### src/rtl/debounce_pair.sv
// Two-channel synchroniser + debounce filter feeding a 2-input downstream gate.
// Optional registered edge pulses under `DEBOUNCE_EDGE_EN; otherwise the pulse ports are tied 0.

module debounce_lane #(
  parameter int SYNC_STAGES   = 2,
  parameter int STABLE_CYCLES = 10,
  parameter int CNT_W         = 4
) (
  input  logic clk,
  input  logic rst_n,
  input  logic raw,
  output logic lvl,
  output logic rise,
  output logic fall
);
  // Encoding keeps the debounced level in state bit 1, so lvl comes straight off a flop.
  typedef enum logic [1:0] {
    ST_LO     = 2'b00,
    ST_CHK_HI = 2'b01,
    ST_HI     = 2'b11,
    ST_CHK_LO = 2'b10
  } state_t;

  localparam logic [CNT_W-1:0] CNT_LAST = CNT_W'(STABLE_CYCLES - 1);

  logic [SYNC_STAGES-1:0] sync_q;
  logic                   s;
  state_t                 state_q, state_d;
  logic [CNT_W-1:0]       cnt_q, cnt_d;

  always_ff @(posedge clk or negedge rst_n) begin
    if (!rst_n) sync_q <= '0;
    else        sync_q <= {sync_q[SYNC_STAGES-2:0], raw};
  end
  assign s = sync_q[SYNC_STAGES-1];

  always_ff @(posedge clk or negedge rst_n) begin
    if (!rst_n) begin
      state_q <= ST_LO;
      cnt_q   <= '0;
    end else begin
      state_q <= state_d;
      cnt_q   <= cnt_d;
    end
  end

  // Any return of s to the settled value restarts filtering from zero.
  always_comb begin
    state_d = state_q;
    cnt_d   = cnt_q;
    unique case (state_q)
      ST_LO: begin
        cnt_d = '0;
        if (s) begin
          cnt_d   = CNT_W'(1);
          state_d = ST_CHK_HI;
        end
      end
      ST_CHK_HI: begin
        if (!s) begin
          cnt_d   = '0;
          state_d = ST_LO;
        end else if (cnt_q == CNT_LAST) begin
          cnt_d   = '0;
          state_d = ST_HI;
        end else begin
          cnt_d = cnt_q + 1'b1;
        end
      end
      ST_HI: begin
        cnt_d = '0;
        if (!s) begin
          cnt_d   = CNT_W'(1);
          state_d = ST_CHK_LO;
        end
      end
      ST_CHK_LO: begin
        if (s) begin
          cnt_d   = '0;
          state_d = ST_HI;
        end else if (cnt_q == CNT_LAST) begin
          cnt_d   = '0;
          state_d = ST_LO;
        end else begin
          cnt_d = cnt_q + 1'b1;
        end
      end
      default: begin
        cnt_d   = '0;
        state_d = ST_LO;
      end
    endcase
  end

  always_comb begin
    lvl = state_q[1];
  end

`ifdef DEBOUNCE_EDGE_EN
  logic rise_q, fall_q;

  // Pulses register alongside state, so they coincide with the level change.
  always_ff @(posedge clk or negedge rst_n) begin
    if (!rst_n) begin
      rise_q <= 1'b0;
      fall_q <= 1'b0;
    end else begin
      rise_q <=  state_d[1] & ~state_q[1];
      fall_q <= ~state_d[1] &  state_q[1];
    end
  end
  assign rise = rise_q;
  assign fall = fall_q;
`else
  assign rise = 1'b0;
  assign fall = 1'b0;
`endif

endmodule

module debounce_pair #(
  parameter int SYNC_STAGES   = 2,
  parameter int STABLE_CYCLES = 10,
  parameter int CNT_W         = 4
) (
  input  logic clk,
  input  logic rst_n,
  input  logic a_raw,
  input  logic b_raw,
  output logic a,
  output logic b,
  output logic a_rise,
  output logic a_fall,
  output logic b_rise,
  output logic b_fall
);
  localparam int NUM_LANES = 2;

  typedef struct packed {
    logic lvl;
    logic rise;
    logic fall;
  } lane_out_t;

  logic      [NUM_LANES-1:0] raw_v;
  lane_out_t [NUM_LANES-1:0] lane_o;

  assign raw_v = {b_raw, a_raw};

  for (genvar i = 0; i < NUM_LANES; i++) begin : g_lane
    debounce_lane #(
      .SYNC_STAGES  (SYNC_STAGES),
      .STABLE_CYCLES(STABLE_CYCLES),
      .CNT_W        (CNT_W)
    ) u_lane (
      .clk  (clk),
      .rst_n(rst_n),
      .raw  (raw_v[i]),
      .lvl  (lane_o[i].lvl),
      .rise (lane_o[i].rise),
      .fall (lane_o[i].fall)
    );
  end

  assign a      = lane_o[0].lvl;
  assign a_rise = lane_o[0].rise;
  assign a_fall = lane_o[0].fall;
  assign b      = lane_o[1].lvl;
  assign b_rise = lane_o[1].rise;
  assign b_fall = lane_o[1].fall;

endmodule

### config.mk
export PLATFORM = sky130hd
export DESIGN_NAME = debounce_pair
export DESIGN_NICKNAME = d
export VERILOG_FILES = /design/src/rtl/debounce_pair.sv
export SDC_FILE = /design/constraint.sdc
export NUM_CORES = 1
export LEC_CHECK = 0
export BUFFER_PORTS_ARGS = -buffer_cell sky130_fd_sc_hd__buf_2
export CORE_UTILIZATION = 60
export CTS_CLUSTER_DIAMETER = 30
export CTS_CLUSTER_SIZE = 16
export DETAILED_ROUTE_END_ITERATION = 8
export GPL_TIMING_DRIVEN = 0
export PLACE_DENSITY = 0.81
export SLEW_MARGIN = 10
export SYNTH_ARGS = -nofsm -noshare
export SYNTH_HDL_FRONTEND = slang
export SYNTH_SLANG_ARGS = --single-unit
### constraint.sdc
create_clock -name clk -period 3.37 [get_ports clk]
set_input_delay 0 -clock clk [delete_from_list [all_inputs] [get_ports clk]]
set_output_delay 0 -clock clk [all_outputs]
set_load 0.1 [all_outputs]
==> results of run 1 <==
-- logic make-up after synthesis --
group	synth area share, %
fa+ha+maj	18.7
compound gates	8.81
xor+xnor	3.74
simple gates	10.0
other cells	0.400
buf+inv	7.61
mux	8.01
flops	42.7
-- state kept, by name (all words and copies together) (netlist names) --
name and flops:
g_lane.u_lane.cnt_q 8, g_lane.u_lane.state_q 4, g_lane.u_lane.sync_q 4
-- routing by layer --
layer | GRT usage [%] | up-vias
met5 | 0 | -
met2 | 30.3 | 12
met1 | 22.8 | 283
met4 | 11.6 | 0
li1 | - | 309
met3 | 6.52 | 5
-- worst max-delay path by stage --
stage                                     start                     endpoint  slack, ns  depth (start not counted)
floorplan           g_lane[0].u_lane.state_q[1]  g_lane[0].u_lane.state_q[1]       1.27                          5
global placement      g_lane[0].u_lane.cnt_q[0]  g_lane[0].u_lane.state_q[1]       1.88                          4
detailed placement    g_lane[0].u_lane.cnt_q[0]  g_lane[0].u_lane.state_q[1]       1.85                          4
CTS                   g_lane[0].u_lane.cnt_q[0]  g_lane[0].u_lane.state_q[1]       1.83                          4
global route        g_lane[1].u_lane.state_q[1]  g_lane[1].u_lane.state_q[1]       1.67                          5
finish                g_lane[0].u_lane.cnt_q[0]  g_lane[0].u_lane.state_q[1]       1.78                          4
-- repair_timing --
item                                   4_1_cts  5_1_grt
gates resized for setup                      0        0
hold buffers                                 3        0
setup endpoints to repair                    0        0
endpoints found under the hold margin       18        0
-- synth_stat cells, types with 2 or more instances --
master / count / area [µm²]
xor2_1: 2 / 17.5
and3b_1: 2 / 17.5
inv_1: 8 / 30.0
ha_1: 14 / 175
xnor2_1: 2 / 17.5
buf_4: 4 / 30.0
nand3_1: 2 / 10.0
a21oi_1: 2 / 10.0
mux2i_1: 3 / 30.0
nor2_1: 4 / 15.0
dfrtp_1: 16 / 400
nor3_1: 6 / 30.0
o32ai_1: 2 / 17.5
o21ai_0: 3 / 15.0
mux2_2: 4 / 45.0
-- where the power goes --
part           internal (mW)  total [mW]  switching, mW
Combinational          0.164       0.437          0.274
Clock                 0.0416      0.0997         0.0581
Sequential             0.240       0.288         0.0487
Total                  0.445       0.825          0.380
-- stage by stage --
stage               setup slack [ns]  util, %  hold slack [ns]  instance area (µm²)
CTS                             1.83     75.6            0.154                 1040
detailed placement              1.85     71.8          -0.0668                  992
global route                    1.67     75.6            0.205                 1040
finish                          1.78     75.6            0.138                 1040
floorplan                       1.27        -           -0.296                  948
global placement                1.88     71.8          -0.0735                  992
-- cell type report --
type / count / area, µm² / share of cell area (%)
buffer: 5 / 41.3 / 3.95
clock buffer: 3 / 22.5 / 2.16
inverter: 8 / 30.0 / 2.87
multi-input combinational: 58 / 477 / 45.6
sequential: 16 / 400 / 38.3
tap: 15 / 18.8 / 1.80
timing repair buffer: 8 / 55.1 / 5.27
==> results_tabular.tex, run 1 <==
\begin{tabular}{lr}
\hline
Metric & Value \\
\hline
\multicolumn{2}{l}{\textbf{Status}} \\
Status & finished clean \\
\multicolumn{2}{l}{\textbf{Detailed routing}} \\
Via density per instance & 5.39 \\
Final wirelength & 1440 µm \\
Via count & approximately 600 \\
Met3 layer wire length in the routed design & 55 µm \\
Detailed router's first-iteration violation count & 3 \\
Top routing layer used & met4 \\
Routed wl met2 & between 600 and 700 µm \\
Antenna viol nets, final & 0 \\
Wirelength per Cell & 12.8 µm \\
Drc violations & 0 \\
Number of detailed-route iterations in the first pass & 2 \\
Metal1 wirelength & 686 µm \\
\multicolumn{2}{l}{\textbf{STA}} \\
Clock period minus final worst setup slack & between 1.5 and 2 ns \\
Final setup violation count & 0 \\
Clk\_skew & 0.00755 ns \\
Fraction of the cycle the final worst path needs & 47.2\% \\
Setup Total Neg Slack & 0 ns \\
Count of endpoints failing hold in the final timing report & 0 \\
Max Slew Vio Count & 0 \\
Setup repair after global routing missed its margin & no \\
Max Freq & 629 MHz \\
\multicolumn{2}{l}{\textbf{Global routing}} \\
Vias in the first global route & 561 \\
Total gr overflow & 0 \\
Wire length of the first global-routing pass & 2380 µm \\
Number of antenna violations at the first check in global routing & 0 \\
Global routing usage summed across all routing layers & a little under 20\% \\
Pin count of the biggest net entering global routing & 17 \\
\multicolumn{2}{l}{\textbf{Worst setup path}} \\
Delay of the slowest cell on the worst path & 0.43 ns \\
Total buffers and inverters traversed by the critical path & 0 \\
Critical path's top delay family & flip-flops \\
Arrival time worst endpoint & approximately 1.8 ns \\
Max Fanout on Critical Path & 4 \\
R2r endpoint & g\_lane[0].u\_lane.state\_q[1] \\
Kind of critical path & reg -> reg \\
Sort of element at the end of the critical path & flop \\
Cell breakdown of the critical path & ha\_1 -> and3b\_1 -> o22ai\_1 -> mux2\_2 \\
Critical R2R Launch & g\_lane[0].u\_lane.cnt\_q[0] \\
R2r setup slk & 1.78 ns \\
Number of cells on the worst reg-to-reg path & 4 \\
CP max stage cell & dfrtp\_1 \\
Kind of start point of the critical path & flop \\
Required time of the critical path & 3.54 ns \\
\multicolumn{2}{l}{\textbf{Synth}} \\
Sequential element share of the synthesized area & 42.7\% \\
Post-synth EDFFs & 0 \\
Commonest register cell after synthesis & dfrtp\_1 \\
Synthesized instance count & 84 \\
Synth Cell Area & 937 µm² \\
Count of synthesis-stage warnings from yosys & 0 \\
Register bit total from synthesis & 16 \\
Post-Synthesis Mean Instance Area & 11.2 µm² \\
Post-synth cell types & 25 \\
Async set-or-reset flop fraction in the synthesized netlist & 100\% \\
\multicolumn{2}{l}{\textbf{Layout}} \\
Non-filler cells in the finished layout & 113 \\
Most common cell after layout, fill and taps aside & dfrtp\_1 \\
Synth-to-layout area growth & 11.5\% \\
Fill count & 90 \\
N\_diodes & 0 \\
Layout cells sized above 1 & 19.4\% \\
Number of nets in the final layout & 118 \\
Commonest cells after routing, fill and taps aside & dfrtp\_1 (16), ha\_1 (14), inv\_1 (8), nor3\_1 (6), buf\_2 (5) \\
\multicolumn{2}{l}{\textbf{Clocking}} \\
Cell at the root of the clock tree & clkbuf\_4 \\
Clock tree from TritonCTS & yes \\
H-tree level count & 1 \\
Largest buffer count on any clock path & 2 \\
Clock network latency to the later pin of the worst-skew pair & approximately 0.29 ns \\
Clock transition at the registers of the reported paths & 0.09 ns \\
Setup fix buffers added after clock tree synthesis & 0 \\
Clock sink total & 16 \\
CTS Buf Count & 3 \\
\multicolumn{2}{l}{\textbf{Pwr}} \\
Static Leakage & 0.526 nW \\
Post-route total power & 825 µW \\
Cell Pwr Density & 790 nW/µm² \\
Worst supply voltage drop on vdd & 0.672 mV \\
\multicolumn{2}{l}{\textbf{Floorplanning}} \\
I/O pins & 10 \\
Die span in y & between 40 and 50 µm \\
Initial core utilization & around 68\% \\
Die area & 1720 µm² \\
Chip width & between 40 and 50 µm \\
Std-Cell Rows & 13 \\
Placeable Area & 1380 µm² \\
\multicolumn{2}{l}{\textbf{Place}} \\
Post-placement cell count & 107 \\
Quantity of I/O buffers inserted on ports & 5 \\
Detailed placement HPWL & 1060 µm \\
Routability congestion estimate from global placement & between 0.8 and 0.9 \\
\multicolumn{2}{l}{\textbf{Job}} \\
Max Cap Violations & 0 \\
\multicolumn{2}{l}{\textbf{Worst hold path}} \\
Class of the worst hold path & in -> async \\
\hline
\end{tabular}
Note: power is estimated with default switching activity, not from simulation.
==> inputs of run 2 (changes only) <==
--- a/config.mk
+++ b/config.mk
@@ -6,12 +6,12 @@
 export NUM_CORES = 1
 export LEC_CHECK = 0
 export BUFFER_PORTS_ARGS = -buffer_cell sky130_fd_sc_hd__buf_2
-export CORE_UTILIZATION = 60
+export CORE_UTILIZATION = 56
 export CTS_CLUSTER_DIAMETER = 30
 export CTS_CLUSTER_SIZE = 16
 export DETAILED_ROUTE_END_ITERATION = 8
 export GPL_TIMING_DRIVEN = 0
-export PLACE_DENSITY = 0.81
+export PLACE_DENSITY = 0.77
 export SLEW_MARGIN = 10
 export SYNTH_ARGS = -nofsm -noshare
 export SYNTH_HDL_FRONTEND = slang
==> constraint.sdc (replaced) <==
create_clock -name clk -period 1.6 [get_ports clk]
set_input_delay 0 -clock clk [delete_from_list [all_inputs] [get_ports clk]]
set_output_delay 0 -clock clk [all_outputs]
set_load 0.1 [all_outputs]
==> results_tabular.tex, run 2 (synthesis results as in run 1) <==
\begin{tabular}{lr}
\hline
Metric & Value \\
\hline
\multicolumn{2}{l}{\textbf{Global routing}} \\
Vias in the first global route & 618 (+10\%) \\
Wire length of the first global-routing pass & 2480 µm (+4.4\%) \\
Number of antenna violations at the first check in global routing & 0 (unchanged) \\
Pin count of the biggest net entering global routing & 17 (unchanged) \\
Total gr overflow & 0 (unchanged) \\
Global routing usage summed across all routing layers & 18.9\% (-0.47 points) \\
\multicolumn{2}{l}{\textbf{Layout}} \\
Number of nets in the final layout & 118 (unchanged) \\
N\_diodes & 0 (unchanged) \\
Fraction of the core area covered by cells at the end of the flow & 68.6\% (-7.0 points) \\
Commonest cells after routing, fill and taps aside & ha\_1 (14), dfrtp\_1 (14), nor3\_1 (6), inv\_1 (6), buf\_2 (5) \\
Synth-to-layout area growth & 12.8\% \\
Top flop regs & g\_lane.u\_lane.cnt\_q (8), g\_lane.u\_lane.state\_q (4), g\_lane.u\_lane.sync\_q (4) \\
Largest reg by FF count & g\_lane.u\_lane.cnt\_q \\
Number of flip-flops in the largest register & 8 (unchanged) \\
Layout cells sized above 1 & 24.5\% (+5.1 points) \\
Fill count & 122 (+36\%) \\
\multicolumn{2}{l}{\textbf{STA}} \\
Fraction of the cycle the final worst path needs & 94.5\% (+47 points) \\
Clk\_skew & 0.00580 ns (-0.00175 ns) \\
Count of endpoints failing hold in the final timing report & 0 (unchanged) \\
Setup Total Neg Slack & 0 ns (unchanged) \\
Max Slew Vio Count & 0 (unchanged) \\
Clock period minus final worst setup slack & 1.51 ns (-0.0783 ns) \\
Setup repair after global routing missed its margin & no \\
Max Freq & 662 MHz (+5.2\%) \\
Final setup violation count & 0 (unchanged) \\
\multicolumn{2}{l}{\textbf{Floorplanning}} \\
Placeable Area & 1540 µm² (+11\%) \\
Die area & 1840 µm² (+6.8\%) \\
Initial core utilization & 60.8\% (-7.0 points) \\
Std-Cell Rows & 14 (+1) \\
Die span in y & 42.9 µm (+3.3\%) \\
I/O pins & 10 (unchanged) \\
Chip width & 42.9 µm (+3.3\%) \\
\multicolumn{2}{l}{\textbf{Clocking}} \\
Cell at the root of the clock tree & clkbuf\_4 \\
CTS Buf Count & 3 (unchanged) \\
Largest buffer count on any clock path & 2 (unchanged) \\
Clock network latency to the later pin of the worst-skew pair & 0.29 ns (about the same) \\
H-tree level count & 1 (unchanged) \\
Clock tree from TritonCTS & yes \\
Setup fix buffers added after clock tree synthesis & 0 (unchanged) \\
Clock sink total & 16 (unchanged) \\
Clock transition at the registers of the reported paths & 0.09 ns (about the same) \\
\multicolumn{2}{l}{\textbf{Worst setup path}} \\
Arrival time worst endpoint & 1.69 ns (-0.07 ns) \\
Sort of element at the end of the critical path & flop \\
Cell breakdown of the critical path & ha\_1 -> and3b\_1 -> o22ai\_1 -> mux2\_2 \\
Kind of start point of the critical path & flop \\
Delay of the slowest cell on the worst path & 0.42 ns (about the same) \\
Max Fanout on Critical Path & 4 (unchanged) \\
Number of cells on the worst reg-to-reg path & 4 (unchanged) \\
Total buffers and inverters traversed by the critical path & 0 (unchanged) \\
CP max stage cell & dfrtp\_1 \\
Stages on the worst setup path & 4 (unchanged) \\
Required time of the critical path & 1.78 ns (-1.76 ns) \\
Kind of critical path & reg -> reg \\
Critical path's top delay family & flip-flops \\
\multicolumn{2}{l}{\textbf{Status}} \\
Status & finished clean \\
\multicolumn{2}{l}{\textbf{Pwr}} \\
Worst supply voltage drop on vdd & 1.22 mV (+81\%) \\
Share of total power in combinational logic & 53.1\% (about the same) \\
Relative contribution of the clock network to total power & 11.8\% (-0.3 points) \\
Sequential group share of total power & 35.2\% (+0.3 points) \\
Cell Pwr Density & 1680 nW/µm² (+110\%) \\
Static Leakage & 0.520 nW (-1.1\%) \\
Switch share & 45.8\% (-0.34 points) \\
Internal power contribution & 966 µW (+120\%) \\
Reported net switching power & 815 µW (+110\%) \\
\multicolumn{2}{l}{\textbf{Detailed routing}} \\
Detailed router's first-iteration violation count & 8 (+5) \\
Via density per instance & 5.55 (+3.0\%) \\
Wirelength per Cell & 12.9 µm (+0.91\%) \\
Drc violations & 0 (unchanged) \\
Via count & 633 (+3.9\%) \\
Number of detailed-route iterations in the first pass & 4 (+2) \\
Final wirelength & 1470 µm (+1.8\%) \\
Antenna viol nets, final & 0 (unchanged) \\
\multicolumn{2}{l}{\textbf{Job}} \\
Max Cap Violations & 0 (unchanged) \\
\multicolumn{2}{l}{\textbf{Place}} \\
Quantity of I/O buffers inserted on ports & 5 (unchanged) \\
Routability congestion estimate from global placement & 0.799 (-4.9\%) \\
Detailed placement HPWL & 1060 µm (-0.49\%) \\
\multicolumn{2}{l}{\textbf{Worst hold path}} \\
Class of the worst hold path & in -> async \\
\hline
\end{tabular}
==> run 2: cell counts in the layout (fill, tap and decap cells not counted) <==
Identical to the previous run, type by type.
==> run 2: final cells by class <==
type / instances / area [µm²] / area share, %
repair buffers: 8 / 55.1 / 5.21
inverters: 8 / 30.0 / 2.84
clock buffers: 3 / 22.5 / 2.13
well taps: 16 / 20.0 / 1.89
flip-flops and latches: 16 / 408 / 38.6
plain buffers: 5 / 41.3 / 3.91
multi-input cells: 58 / 480 / 45.4
==> run 2: metal layers <==
layer,track usage [%],vias to the layer above,routed length (µm)
li1,-,307,-
met4,9.38,0,37
met5,0,-,0
met2,32.7,18,722
met1,21.8,303,648
met3,3.83,5,60
==> run 2: metrics by stage <==
step	setup slack (ns)	total power, mW	hold WS (ns)	area (µm²)	instances
floorplan	0.00803	1.39	-0.296	960	87
global placement	0.0901	1.52	-0.0808	1000	108
detailed placement	0.0455	1.58	-0.0697	1000	108
CTS	0.0245	1.79	0.154	1060	114
global route	0.00714	1.91	0.201	1060	114
finish	0.0884	1.78	0.160	1060	114
==> run 2: final timing paths <==
path	start	end	slack, ns
worst max-delay path	g_lane[0].u_lane.cnt_q[0]	g_lane[0].u_lane.state_q[1]	0.09
worst min-delay path	rst_n	g_lane[1].u_lane.cnt_q[2]	0.16
worst max register to register	g_lane[0].u_lane.cnt_q[0]	g_lane[0].u_lane.state_q[1]	0.09
worst min register to register	g_lane[1].u_lane.sync_q[0]	g_lane[1].u_lane.sync_q[1]	0.36
max in group asynchronous	rst_n	g_lane[0].u_lane.state_q[1]	1.14
min in group clk	a_raw	g_lane[0].u_lane.sync_q[0]	0.35
==> run 2: what timing repair did <==
action                                  in CTS  in global routing
endpoints found under the hold margin       18                  0
gates resized for setup                      0                  1
hold buffers                                 3                  0
endpoints found under the setup margin       0                  1
==> run 2: power by group through the flow <==
stage                     registers, mW  logic (mW)  clock network [mW]
after global routing              0.650        1.03               0.233
after global placement            0.628       0.896                   0
after CTS                         0.628       0.947               0.216
after detailed placement          0.637       0.938                   0
after floorplan                   0.792       0.598                   0
final                             0.626       0.945               0.210
